**src/rtl/control_sequencer_if.sv**
```systemverilog
// Control bundle between the sequencer and the datapath.
// Master is the sequencer; slave is the datapath/memory side.
interface control_sequencer_if;
  logic [31:0] IR;
  logic        CON_FF;
  logic        mem_rdy;
  logic        Gra;
  logic        Grb;
  logic        Grc;
  logic        Rin;
  logic        Rout;
  logic        BAout;
  logic        PCout;
  logic        Zhighout;
  logic        Zlowout;
  logic        MDRout;
  logic        HIout;
  logic        LOout;
  logic        InPortout;
  logic        Cout;
  logic        PCin;
  logic        IRin;
  logic        MARin;
  logic        MDRin;
  logic        Yin;
  logic        Zin;
  logic        HIin;
  logic        LOin;
  logic        CONin;
  logic        OutPortin;
  logic        IncPC;
  logic [4:0]  alu_op;
  logic        Read;
  logic        Write;
  logic        run;

  modport master (
    input  IR, CON_FF, mem_rdy,
    output Gra, Grb, Grc, Rin, Rout, BAout,
    output PCout, Zhighout, Zlowout, MDRout,
    output HIout, LOout, InPortout, Cout,
    output PCin, IRin, MARin, MDRin, Yin, Zin,
    output HIin, LOin, CONin, OutPortin,
    output IncPC, alu_op, Read, Write, run
  );

  modport slave (
    output IR, CON_FF, mem_rdy,
    input  Gra, Grb, Grc, Rin, Rout, BAout,
    input  PCout, Zhighout, Zlowout, MDRout,
    input  HIout, LOout, InPortout, Cout,
    input  PCin, IRin, MARin, MDRin, Yin, Zin,
    input  HIin, LOin, CONin, OutPortin,
    input  IncPC, alu_op, Read, Write, run
  );
endinterface

```
**src/rtl/control_sequencer.sv**
```systemverilog
// Multi-cycle Moore control unit: fetch, decode IR[31:27],
// then step T-states driving every datapath strobe.
module control_sequencer #(
  parameter int OP_W = 5,
  parameter int ST_W = 5
) (
  input logic                 clock,
  input logic                 reset_n,
  control_sequencer_if.master bus
);

  typedef enum logic [ST_W-1:0] {
    IDLE, T0, T1, T2, T3, T4,
    T5, T6, T7, WF, HALT
  } state_e;

  typedef enum logic [3:0] {
    C_NONE, C_ALU3, C_IMM, C_UN,
    C_MD, C_LDI, C_LD, C_ST, C_BR,
    C_JR, C_IN, C_OUT, C_MFHI,
    C_MFLO, C_HALT
  } cls_e;

  localparam logic [OP_W-1:0] OP_LD   = 5'b00000;
  localparam logic [OP_W-1:0] OP_LDI  = 5'b00001;
  localparam logic [OP_W-1:0] OP_ST   = 5'b00010;
  localparam logic [OP_W-1:0] OP_ADD  = 5'b00011;
  localparam logic [OP_W-1:0] OP_SUB  = 5'b00100;
  localparam logic [OP_W-1:0] OP_AND  = 5'b00101;
  localparam logic [OP_W-1:0] OP_OR   = 5'b00110;
  localparam logic [OP_W-1:0] OP_ROR  = 5'b00111;
  localparam logic [OP_W-1:0] OP_ROL  = 5'b01000;
  localparam logic [OP_W-1:0] OP_SHR  = 5'b01001;
  localparam logic [OP_W-1:0] OP_SHRA = 5'b01010;
  localparam logic [OP_W-1:0] OP_SHL  = 5'b01011;
  localparam logic [OP_W-1:0] OP_ADDI = 5'b01100;
  localparam logic [OP_W-1:0] OP_ANDI = 5'b01101;
  localparam logic [OP_W-1:0] OP_ORI  = 5'b01110;
  localparam logic [OP_W-1:0] OP_DIV  = 5'b01111;
  localparam logic [OP_W-1:0] OP_MUL  = 5'b10000;
  localparam logic [OP_W-1:0] OP_NEG  = 5'b10001;
  localparam logic [OP_W-1:0] OP_NOT  = 5'b10010;
  localparam logic [OP_W-1:0] OP_BR   = 5'b10011;
  localparam logic [OP_W-1:0] OP_JR   = 5'b10100;
  localparam logic [OP_W-1:0] OP_IN   = 5'b10110;
  localparam logic [OP_W-1:0] OP_OUT  = 5'b10111;
  localparam logic [OP_W-1:0] OP_MFHI = 5'b11000;
  localparam logic [OP_W-1:0] OP_MFLO = 5'b11001;
  localparam logic [OP_W-1:0] OP_HALT = 5'b11011;

  state_e          state;
  state_e          nxt;
  state_e          last_st;
  cls_e            cls;
  logic [OP_W-1:0] op;
  logic            mem_hold;
  logic            unused_ir;

  assign op        = bus.IR[31 -: OP_W];
  assign unused_ir = ^bus.IR[31-OP_W:0];

  // nop, jal and undefined opcodes fall to C_NONE
  always_comb begin
    cls = C_NONE;
    case (op)
      OP_ADD, OP_SUB, OP_AND,
      OP_OR, OP_ROR, OP_ROL,
      OP_SHR, OP_SHRA, OP_SHL:
        cls = C_ALU3;
      OP_ADDI, OP_ANDI, OP_ORI:
        cls = C_IMM;
      OP_NEG, OP_NOT:  cls = C_UN;
      OP_MUL, OP_DIV:  cls = C_MD;
      OP_LDI:          cls = C_LDI;
      OP_LD:           cls = C_LD;
      OP_ST:           cls = C_ST;
      OP_BR:           cls = C_BR;
      OP_JR:           cls = C_JR;
      OP_IN:           cls = C_IN;
      OP_OUT:          cls = C_OUT;
      OP_MFHI:         cls = C_MFHI;
      OP_MFLO:         cls = C_MFLO;
      OP_HALT:         cls = C_HALT;
      default:         cls = C_NONE;
    endcase
  end

  always_comb begin
    last_st = T3;
    case (cls)
      C_ALU3, C_IMM, C_LDI: last_st = T5;
      C_UN:                 last_st = T4;
      C_MD, C_BR:           last_st = T6;
      C_LD, C_ST:           last_st = T7;
      default:              last_st = T3;
    endcase
  end

  assign mem_hold = !bus.mem_rdy &&
    ((state == T6 && cls == C_LD) ||
     (state == T7 && cls == C_ST));

  always_ff @(posedge clock or negedge reset_n) begin
    if (!reset_n) state <= IDLE;
    else          state <= nxt;
  end

  always_comb begin
    nxt = state;
    unique case (state)
      IDLE: nxt = T0;
      T0:   nxt = T1;
      T1:   nxt = bus.mem_rdy ? T2 : WF;
      WF:   nxt = bus.mem_rdy ? T2 : WF;
      T2: begin
        unique case (1'b1)
          cls == C_HALT: nxt = HALT;
          cls == C_NONE: nxt = T0;
          default:       nxt = T3;
        endcase
      end
      T3, T4, T5, T6, T7: begin
        if (mem_hold)
          nxt = state;
        else if (state == last_st)
          nxt = T0;
        else begin
          unique case (state)
            T3:      nxt = T4;
            T4:      nxt = T5;
            T5:      nxt = T6;
            T6:      nxt = T7;
            default: nxt = T0;
          endcase
        end
      end
      HALT:    nxt = HALT;
      default: nxt = IDLE;
    endcase
  end

  always_comb begin
    bus.Gra       = 1'b0;
    bus.Grb       = 1'b0;
    bus.Grc       = 1'b0;
    bus.Rin       = 1'b0;
    bus.Rout      = 1'b0;
    bus.BAout     = 1'b0;
    bus.PCout     = 1'b0;
    bus.Zhighout  = 1'b0;
    bus.Zlowout   = 1'b0;
    bus.MDRout    = 1'b0;
    bus.HIout     = 1'b0;
    bus.LOout     = 1'b0;
    bus.InPortout = 1'b0;
    bus.Cout      = 1'b0;
    bus.PCin      = 1'b0;
    bus.IRin      = 1'b0;
    bus.MARin     = 1'b0;
    bus.MDRin     = 1'b0;
    bus.Yin       = 1'b0;
    bus.Zin       = 1'b0;
    bus.HIin      = 1'b0;
    bus.LOin      = 1'b0;
    bus.CONin     = 1'b0;
    bus.OutPortin = 1'b0;
    bus.IncPC     = 1'b0;
    bus.alu_op    = '0;
    bus.Read      = 1'b0;
    bus.Write     = 1'b0;
    bus.run       = 1'b1;
    unique case (state)
      T0: begin
        bus.PCout = 1'b1;
        bus.MARin = 1'b1;
        bus.IncPC = 1'b1;
        bus.Zin   = 1'b1;
      end
      T1: begin
        bus.Zlowout = 1'b1;
        bus.PCin    = 1'b1;
        bus.Read    = 1'b1;
        bus.MDRin   = 1'b1;
      end
      WF: begin
        bus.Read  = 1'b1;
        bus.MDRin = 1'b1;
      end
      T2: begin
        bus.MDRout = 1'b1;
        bus.IRin   = 1'b1;
      end
      T3: begin
        case (cls)
          C_ALU3, C_IMM: begin
            bus.Grb  = 1'b1;
            bus.Rout = 1'b1;
            bus.Yin  = 1'b1;
          end
          C_UN: begin
            bus.Grb    = 1'b1;
            bus.Rout   = 1'b1;
            bus.Zin    = 1'b1;
            bus.alu_op = op;
          end
          C_MD: begin
            bus.Gra  = 1'b1;
            bus.Rout = 1'b1;
            bus.Yin  = 1'b1;
          end
          C_LDI, C_LD, C_ST: begin
            bus.Grb   = 1'b1;
            bus.BAout = 1'b1;
            bus.Yin   = 1'b1;
          end
          C_BR: begin
            bus.Gra   = 1'b1;
            bus.Rout  = 1'b1;
            bus.CONin = 1'b1;
          end
          C_JR: begin
            bus.Gra  = 1'b1;
            bus.Rout = 1'b1;
            bus.PCin = 1'b1;
          end
          C_IN: begin
            bus.InPortout = 1'b1;
            bus.Gra       = 1'b1;
            bus.Rin       = 1'b1;
          end
          C_OUT: begin
            bus.Gra       = 1'b1;
            bus.Rout      = 1'b1;
            bus.OutPortin = 1'b1;
          end
          C_MFHI: begin
            bus.HIout = 1'b1;
            bus.Gra   = 1'b1;
            bus.Rin   = 1'b1;
          end
          C_MFLO: begin
            bus.LOout = 1'b1;
            bus.Gra   = 1'b1;
            bus.Rin   = 1'b1;
          end
          default: ;
        endcase
      end
      T4: begin
        case (cls)
          C_ALU3: begin
            bus.Grc    = 1'b1;
            bus.Rout   = 1'b1;
            bus.Zin    = 1'b1;
            bus.alu_op = op;
          end
          C_IMM: begin
            bus.Cout   = 1'b1;
            bus.Zin    = 1'b1;
            bus.alu_op = op;
          end
          C_UN: begin
            bus.Zlowout = 1'b1;
            bus.Gra     = 1'b1;
            bus.Rin     = 1'b1;
          end
          C_MD: begin
            bus.Grb    = 1'b1;
            bus.Rout   = 1'b1;
            bus.Zin    = 1'b1;
            bus.alu_op = op;
          end
          C_LDI, C_LD, C_ST: begin
            bus.Cout   = 1'b1;
            bus.Zin    = 1'b1;
            bus.alu_op = OP_ADD;
          end
          C_BR: begin
            bus.PCout = 1'b1;
            bus.Yin   = 1'b1;
          end
          default: ;
        endcase
      end
      T5: begin
        case (cls)
          C_ALU3, C_IMM, C_LDI: begin
            bus.Zlowout = 1'b1;
            bus.Gra     = 1'b1;
            bus.Rin     = 1'b1;
          end
          C_MD: begin
            bus.Zlowout = 1'b1;
            bus.LOin    = 1'b1;
          end
          C_LD, C_ST: begin
            bus.Zlowout = 1'b1;
            bus.MARin   = 1'b1;
          end
          C_BR: begin
            bus.Cout   = 1'b1;
            bus.Zin    = 1'b1;
            bus.alu_op = OP_ADD;
          end
          default: ;
        endcase
      end
      T6: begin
        case (cls)
          C_MD: begin
            bus.Zhighout = 1'b1;
            bus.HIin     = 1'b1;
          end
          C_LD: begin
            bus.Read  = 1'b1;
            bus.MDRin = 1'b1;
          end
          C_ST: begin
            bus.Gra   = 1'b1;
            bus.Rout  = 1'b1;
            bus.MDRin = 1'b1;
          end
          C_BR: begin
            bus.Zlowout = 1'b1;
            bus.PCin    = bus.CON_FF;
          end
          default: ;
        endcase
      end
      T7: begin
        case (cls)
          C_LD: begin
            bus.MDRout = 1'b1;
            bus.Gra    = 1'b1;
            bus.Rin    = 1'b1;
          end
          C_ST: bus.Write = 1'b1;
          default: ;
        endcase
      end
      HALT:    bus.run = 1'b0;
      default: ;
    endcase
  end

endmodule
```
**src/flat_wrapper.sv**
```systemverilog
// flat-port wrapper written by rule: the top's interface ports become plain ports
module control_sequencer_flat 
#(
  parameter int OP_W = 5,
  parameter int ST_W = 5
)
  (clock, reset_n, bus_IR, bus_CON_FF, bus_mem_rdy, bus_Gra, bus_Grb, bus_Grc, bus_Rin, bus_Rout, bus_BAout, bus_PCout, bus_Zhighout, bus_Zlowout, bus_MDRout, bus_HIout, bus_LOout, bus_InPortout, bus_Cout, bus_PCin, bus_IRin, bus_MARin, bus_MDRin, bus_Yin, bus_Zin, bus_HIin, bus_LOin, bus_CONin, bus_OutPortin, bus_IncPC, bus_alu_op, bus_Read, bus_Write, bus_run);
  control_sequencer_if bus_i ();
  input logic clock;
  input logic reset_n;
  input wire logic [$bits(bus_i.IR)-1:0] bus_IR;
  input wire logic [$bits(bus_i.CON_FF)-1:0] bus_CON_FF;
  input wire logic [$bits(bus_i.mem_rdy)-1:0] bus_mem_rdy;
  output wire logic [$bits(bus_i.Gra)-1:0] bus_Gra;
  output wire logic [$bits(bus_i.Grb)-1:0] bus_Grb;
  output wire logic [$bits(bus_i.Grc)-1:0] bus_Grc;
  output wire logic [$bits(bus_i.Rin)-1:0] bus_Rin;
  output wire logic [$bits(bus_i.Rout)-1:0] bus_Rout;
  output wire logic [$bits(bus_i.BAout)-1:0] bus_BAout;
  output wire logic [$bits(bus_i.PCout)-1:0] bus_PCout;
  output wire logic [$bits(bus_i.Zhighout)-1:0] bus_Zhighout;
  output wire logic [$bits(bus_i.Zlowout)-1:0] bus_Zlowout;
  output wire logic [$bits(bus_i.MDRout)-1:0] bus_MDRout;
  output wire logic [$bits(bus_i.HIout)-1:0] bus_HIout;
  output wire logic [$bits(bus_i.LOout)-1:0] bus_LOout;
  output wire logic [$bits(bus_i.InPortout)-1:0] bus_InPortout;
  output wire logic [$bits(bus_i.Cout)-1:0] bus_Cout;
  output wire logic [$bits(bus_i.PCin)-1:0] bus_PCin;
  output wire logic [$bits(bus_i.IRin)-1:0] bus_IRin;
  output wire logic [$bits(bus_i.MARin)-1:0] bus_MARin;
  output wire logic [$bits(bus_i.MDRin)-1:0] bus_MDRin;
  output wire logic [$bits(bus_i.Yin)-1:0] bus_Yin;
  output wire logic [$bits(bus_i.Zin)-1:0] bus_Zin;
  output wire logic [$bits(bus_i.HIin)-1:0] bus_HIin;
  output wire logic [$bits(bus_i.LOin)-1:0] bus_LOin;
  output wire logic [$bits(bus_i.CONin)-1:0] bus_CONin;
  output wire logic [$bits(bus_i.OutPortin)-1:0] bus_OutPortin;
  output wire logic [$bits(bus_i.IncPC)-1:0] bus_IncPC;
  output wire logic [$bits(bus_i.alu_op)-1:0] bus_alu_op;
  output wire logic [$bits(bus_i.Read)-1:0] bus_Read;
  output wire logic [$bits(bus_i.Write)-1:0] bus_Write;
  output wire logic [$bits(bus_i.run)-1:0] bus_run;
  assign bus_i.IR = bus_IR;
  assign bus_i.CON_FF = bus_CON_FF;
  assign bus_i.mem_rdy = bus_mem_rdy;
  assign bus_Gra = bus_i.Gra;
  assign bus_Grb = bus_i.Grb;
  assign bus_Grc = bus_i.Grc;
  assign bus_Rin = bus_i.Rin;
  assign bus_Rout = bus_i.Rout;
  assign bus_BAout = bus_i.BAout;
  assign bus_PCout = bus_i.PCout;
  assign bus_Zhighout = bus_i.Zhighout;
  assign bus_Zlowout = bus_i.Zlowout;
  assign bus_MDRout = bus_i.MDRout;
  assign bus_HIout = bus_i.HIout;
  assign bus_LOout = bus_i.LOout;
  assign bus_InPortout = bus_i.InPortout;
  assign bus_Cout = bus_i.Cout;
  assign bus_PCin = bus_i.PCin;
  assign bus_IRin = bus_i.IRin;
  assign bus_MARin = bus_i.MARin;
  assign bus_MDRin = bus_i.MDRin;
  assign bus_Yin = bus_i.Yin;
  assign bus_Zin = bus_i.Zin;
  assign bus_HIin = bus_i.HIin;
  assign bus_LOin = bus_i.LOin;
  assign bus_CONin = bus_i.CONin;
  assign bus_OutPortin = bus_i.OutPortin;
  assign bus_IncPC = bus_i.IncPC;
  assign bus_alu_op = bus_i.alu_op;
  assign bus_Read = bus_i.Read;
  assign bus_Write = bus_i.Write;
  assign bus_run = bus_i.run;
  control_sequencer #(.OP_W(OP_W), .ST_W(ST_W)) u_core (.clock(clock), .reset_n(reset_n), .bus(bus_i));
endmodule
```
**config.mk**
```make
export PLATFORM = sky130hd
export DESIGN_NAME = control_sequencer_flat
export DESIGN_NICKNAME = d
export VERILOG_FILES = /design/src/rtl/control_sequencer_if.sv /design/src/rtl/control_sequencer.sv /design/src/flat_wrapper.sv
export SDC_FILE = /design/constraint.sdc
export NUM_CORES = 1
export LEC_CHECK = 0
export ABC_AREA = 1
export BUFFER_PORTS_ARGS = -buffer_cell sky130_fd_sc_hd__clkbuf_2
export CORE_MARGIN = 3
export CORE_UTILIZATION = 47
export DETAILED_ROUTE_END_ITERATION = 10
export MAX_ROUTING_LAYER = met4
export PLACE_DENSITY = 0.82
export SYNTH_ARGS = -nofsm -noshare
export SYNTH_HDL_FRONTEND = slang
export SYNTH_SLANG_ARGS = --single-unit
```
**constraint.sdc**
```tcl
create_clock -name clock -period 2.8 [get_ports clock]
set_input_delay 0.14 -clock clock [delete_from_list [all_inputs] [get_ports clock]]
set_output_delay 0.14 -clock clock [all_outputs]
set_load 0.02 [all_outputs]
```
==> out/qor.csv <==
stage,metric,value,unit
run_status,status,"complete, no violations",
finish,Largest register FFs,4,
sta,crit share post-route,91.0,%
finish,layout cells sized above 1,32.1,%
sta,Fin. Hold Viols,0,
route,vias,1601,
synth,Synth Area in Compound Gates,18.4,%
worst_setup_path,cell chain of the critical path,clkbuf_2 -> inv_1 -> ha_1 -> nor2_1 -> inv_1 -> a21oi_1 -> inv_1 -> a32oi_2 -> inv_1 -> ha_2 -> o21ai_2 -> nand2_2 -> nor2_4 -> nor2_2 -> o21ai_1 -> o211ai_1 -> clkbuf_2,
route,DRC,0,
clocking,H-tree depth,1,
finish,largest register by flop count,u_core.state,
die,Initial Util,52.1,%
synth,Synth Net Count,275,
finish,final instance area,1650,um^2
die,Core Box Area,2610,um^2
clocking,CTS tree,done,
sta,Layout Skew,0.00199,ns
synth,Synth top area share,13.8,%
place,placed instance area,1610,um^2
job,max_cap viols,0,
finish,Antenna diodes,0,
synth,mux share of post-synthesis cell area,0,%
route,drt first pass iters,4,
worst_setup_path,Critical Path Fanout Max,6,
sta,max-slew violations,0,
synth,XOR/XNOR Fraction of Synth Area,0,%
die,row count,18,
sta,RSZ-0062 raised after global routing,no,
sta,Worst Max-Slew Pin Slew,0.424,ns
worst_setup_path,Worst Setup Start Kind,primary input,
synth,"Seq/Total Area, Yosys",7.36,%
clocking,Clock Root Buffer,clkbuf_4,
worst_setup_path,critical path class,primary input to output port,
clocking,Clock transition at path regs,0.04,ns
worst_setup_path,critical path's largest stage delay,0.31,ns
hold_path,Hold Path Class,primary input to register,
sta,clock period minus worst slack,2.55,ns
synth,"EDFF count, synth",0,
place,Routability Congestion,0.882,
grt,initial antenna violation count,0,
route,vias per inst,5.27,
grt,GRT Overall Usage,21.8,%
clocking,CTS Buf Count,3,
sta,setup_tns,0,ns
synth,largest family of logic cells by synthesized area,simple AND/OR/NAND/NOR gates,
synth,Synth top cells by count,"nand2_1 (50), inv_1 (34), nor2_1 (31)",
die,die height,59.8,um
synth,syn_area_per_cell,5.94,um^2
grt,vias in the first global route,1422,
synth,dominant cell type by area after synthesis,nand2_1,
route,1st-iter DRT viols,109,
route,total wire length,3720,um
power,Power Density,616,nW/um^2
die,Total Die Area,3580,um^2
synth,Mapped Area,1360,um^2
place,detailed placer's ending HPWL,3070,um
sta,fmax,392,MHz
synth,asr flop ratio synth,100,%
place,I/O Buffers,41,
synth,Yosys cell types,38,
worst_setup_path,Crit-path slowest cell,ha_1,
grt,largest net degree at the start of global routing,12,
clocking,Max Root-Sink Buffers,2,
finish,Final #Nets,322,
route,post-route ant nets,0,
synth,top-count cell post-synth,nand2_1,
finish,largest registers,u_core.state: 4 flops,
synth,#FFs+latches synth,4,
worst_setup_path,most frequent CP cell,inv_1,
worst_setup_path,WP data arrival,2.41,ns
clocking,clk_lat worst skew,0.23,ns
worst_setup_path,Worst setup EP type,output port,
worst_setup_path,Required @ worst endpoint,2.66,ns
route,Routed wire per std cell,12.2,um
synth,Synth Area in Simple Gates,52.0,%
sta,endpoints failing setup,0,
synth,Post-Synth Adder-Cell Area,9.20,%
grt,grt ovf,0,
grt,first-pass GRT wire length,6180,um
die,Die Span X,59.8,um
sta,worst rel slew slack,71.4,%
synth,Post-Syn Instances,229,
power,leakage,0.891,nW
finish,Syn-to-layout area delta,21.4,%
clocking,clk sinks,4,
synth,Synth warnings,0,
die,# IOs,69,
synth,Main synth FF type,dfrtp_1,
power,VDD IR-drop max,0.615,mV
synth,"top cells by area, synth","nand2_1 (14%), inv_1 (9.4%), ha_1 (9.2%), nor2_1 (8.6%), dfrtp_1 (7.4%)",
critical path, delay by kind of cell:
family,cells,cell delay [ns]
simple gates,4,0.41
compound gates,5,0.71
buf+inv,6,0.59
fa+ha+maj,2,0.55
cell usage in the layout, fill, tap and decap left out, types with 2 or more instances in the layout:
| master | count |
|---|---|
| ha_1 | 9 |
| buf_4 | 4 |
| nor2_2 | 3 |
| nand4_1 | 3 |
| dfrtp_1 | 4 |
| nor2_1 | 31 |
| nand2_2 | 11 |
| nor2_4 | 3 |
| inv_1 | 34 |
| o211ai_1 | 2 |
| nand2_1 | 50 |
| nor3_1 | 6 |
| nand3_4 | 2 |
| clkbuf_4 | 3 |
| o21ai_0 | 6 |
| clkbuf_2 | 41 |
| inv_2 | 4 |
| a21oi_1 | 8 |
| o2111ai_1 | 3 |
| o21ai_1 | 6 |
| nand3_2 | 4 |
| nand2_8 | 2 |
| o21ai_2 | 3 |
| nand3_1 | 16 |
power breakdown:
part / leakage, nW / internal [mW] / total (mW) / switching (mW)
Combinational: 0.827 / 0.257 / 0.816 / 0.558
Sequential: 0.0503 / 0.0872 / 0.127 / 0.0401
Clock: 0.0138 / 0.0481 / 0.0739 / 0.0258
Total: 0.891 / 0.393 / 1.02 / 0.624
per-layer routing:
metal	wire, um	track usage [%]
met1	1850	33.3
met3	256	1.08
met2	1570	31.0
met4	43	4.75
met5	0	-
timing repair:
action	4_1_cts	5_1_grt
setup endpoints to repair	0	8
setup buffers	0	0
resized for setup	0	2
hold buffers	1	0
hold endpoints to repair	4	0
layout make-up:
type / instances / area (um^2)
multi-input cells: 181 / 1090
fillers: 278 / 961
repair buffers: 46 / 245
inverters: 40 / 154
flip-flops and latches: 4 / 100
well taps: 30 / 37.5
clock buffers: 3 / 22.5
through the flow:
step | utilization [%] | setup WS, ns | std cells | hold slack, ns | total power [mW]
after detailed placement | 61.6 | 0.165 | 300 | -0.0546 | 0.932
final | 63.2 | 0.251 | 304 | 0.219 | 1.02
after global placement | 61.6 | 0.207 | 300 | -0.0561 | 0.926
after CTS | 62.8 | 0.147 | 304 | 0.215 | 1.01
after floorplan | - | 0.374 | 229 | -0.156 | 0.714
after global routing | 63.2 | 0.0378 | 304 | 0.232 | 1.12
final timing paths:
check	start	endpoint	slack [ns]	cells past startpoint
max	bus_IR[27]	bus_alu_op[0]	0.25	17
min	bus_mem_rdy	u_core.state[1]$_DFFE_PN0P_	0.22	3
max reg2reg	u_core.state[2]$_DFFE_PN0P_	u_core.state[2]$_DFFE_PN0P_	1.09	10
min reg2reg	u_core.state[2]$_DFFE_PN0P_	u_core.state[0]$_DFFE_PN0P_	0.60	2
max in group asynchronous	reset_n	u_core.state[0]$_DFFE_PN0P_	2.43	2
min in group asynchronous	reset_n	u_core.state[2]$_DFFE_PN0P_	0.25	2
cells by family after synthesis:
kind of cell	Yosys count
compound gates	37
buf+inv	44
fa+ha+maj	10
simple gates	134
flops	4
(Power assumes the default switching activity.)
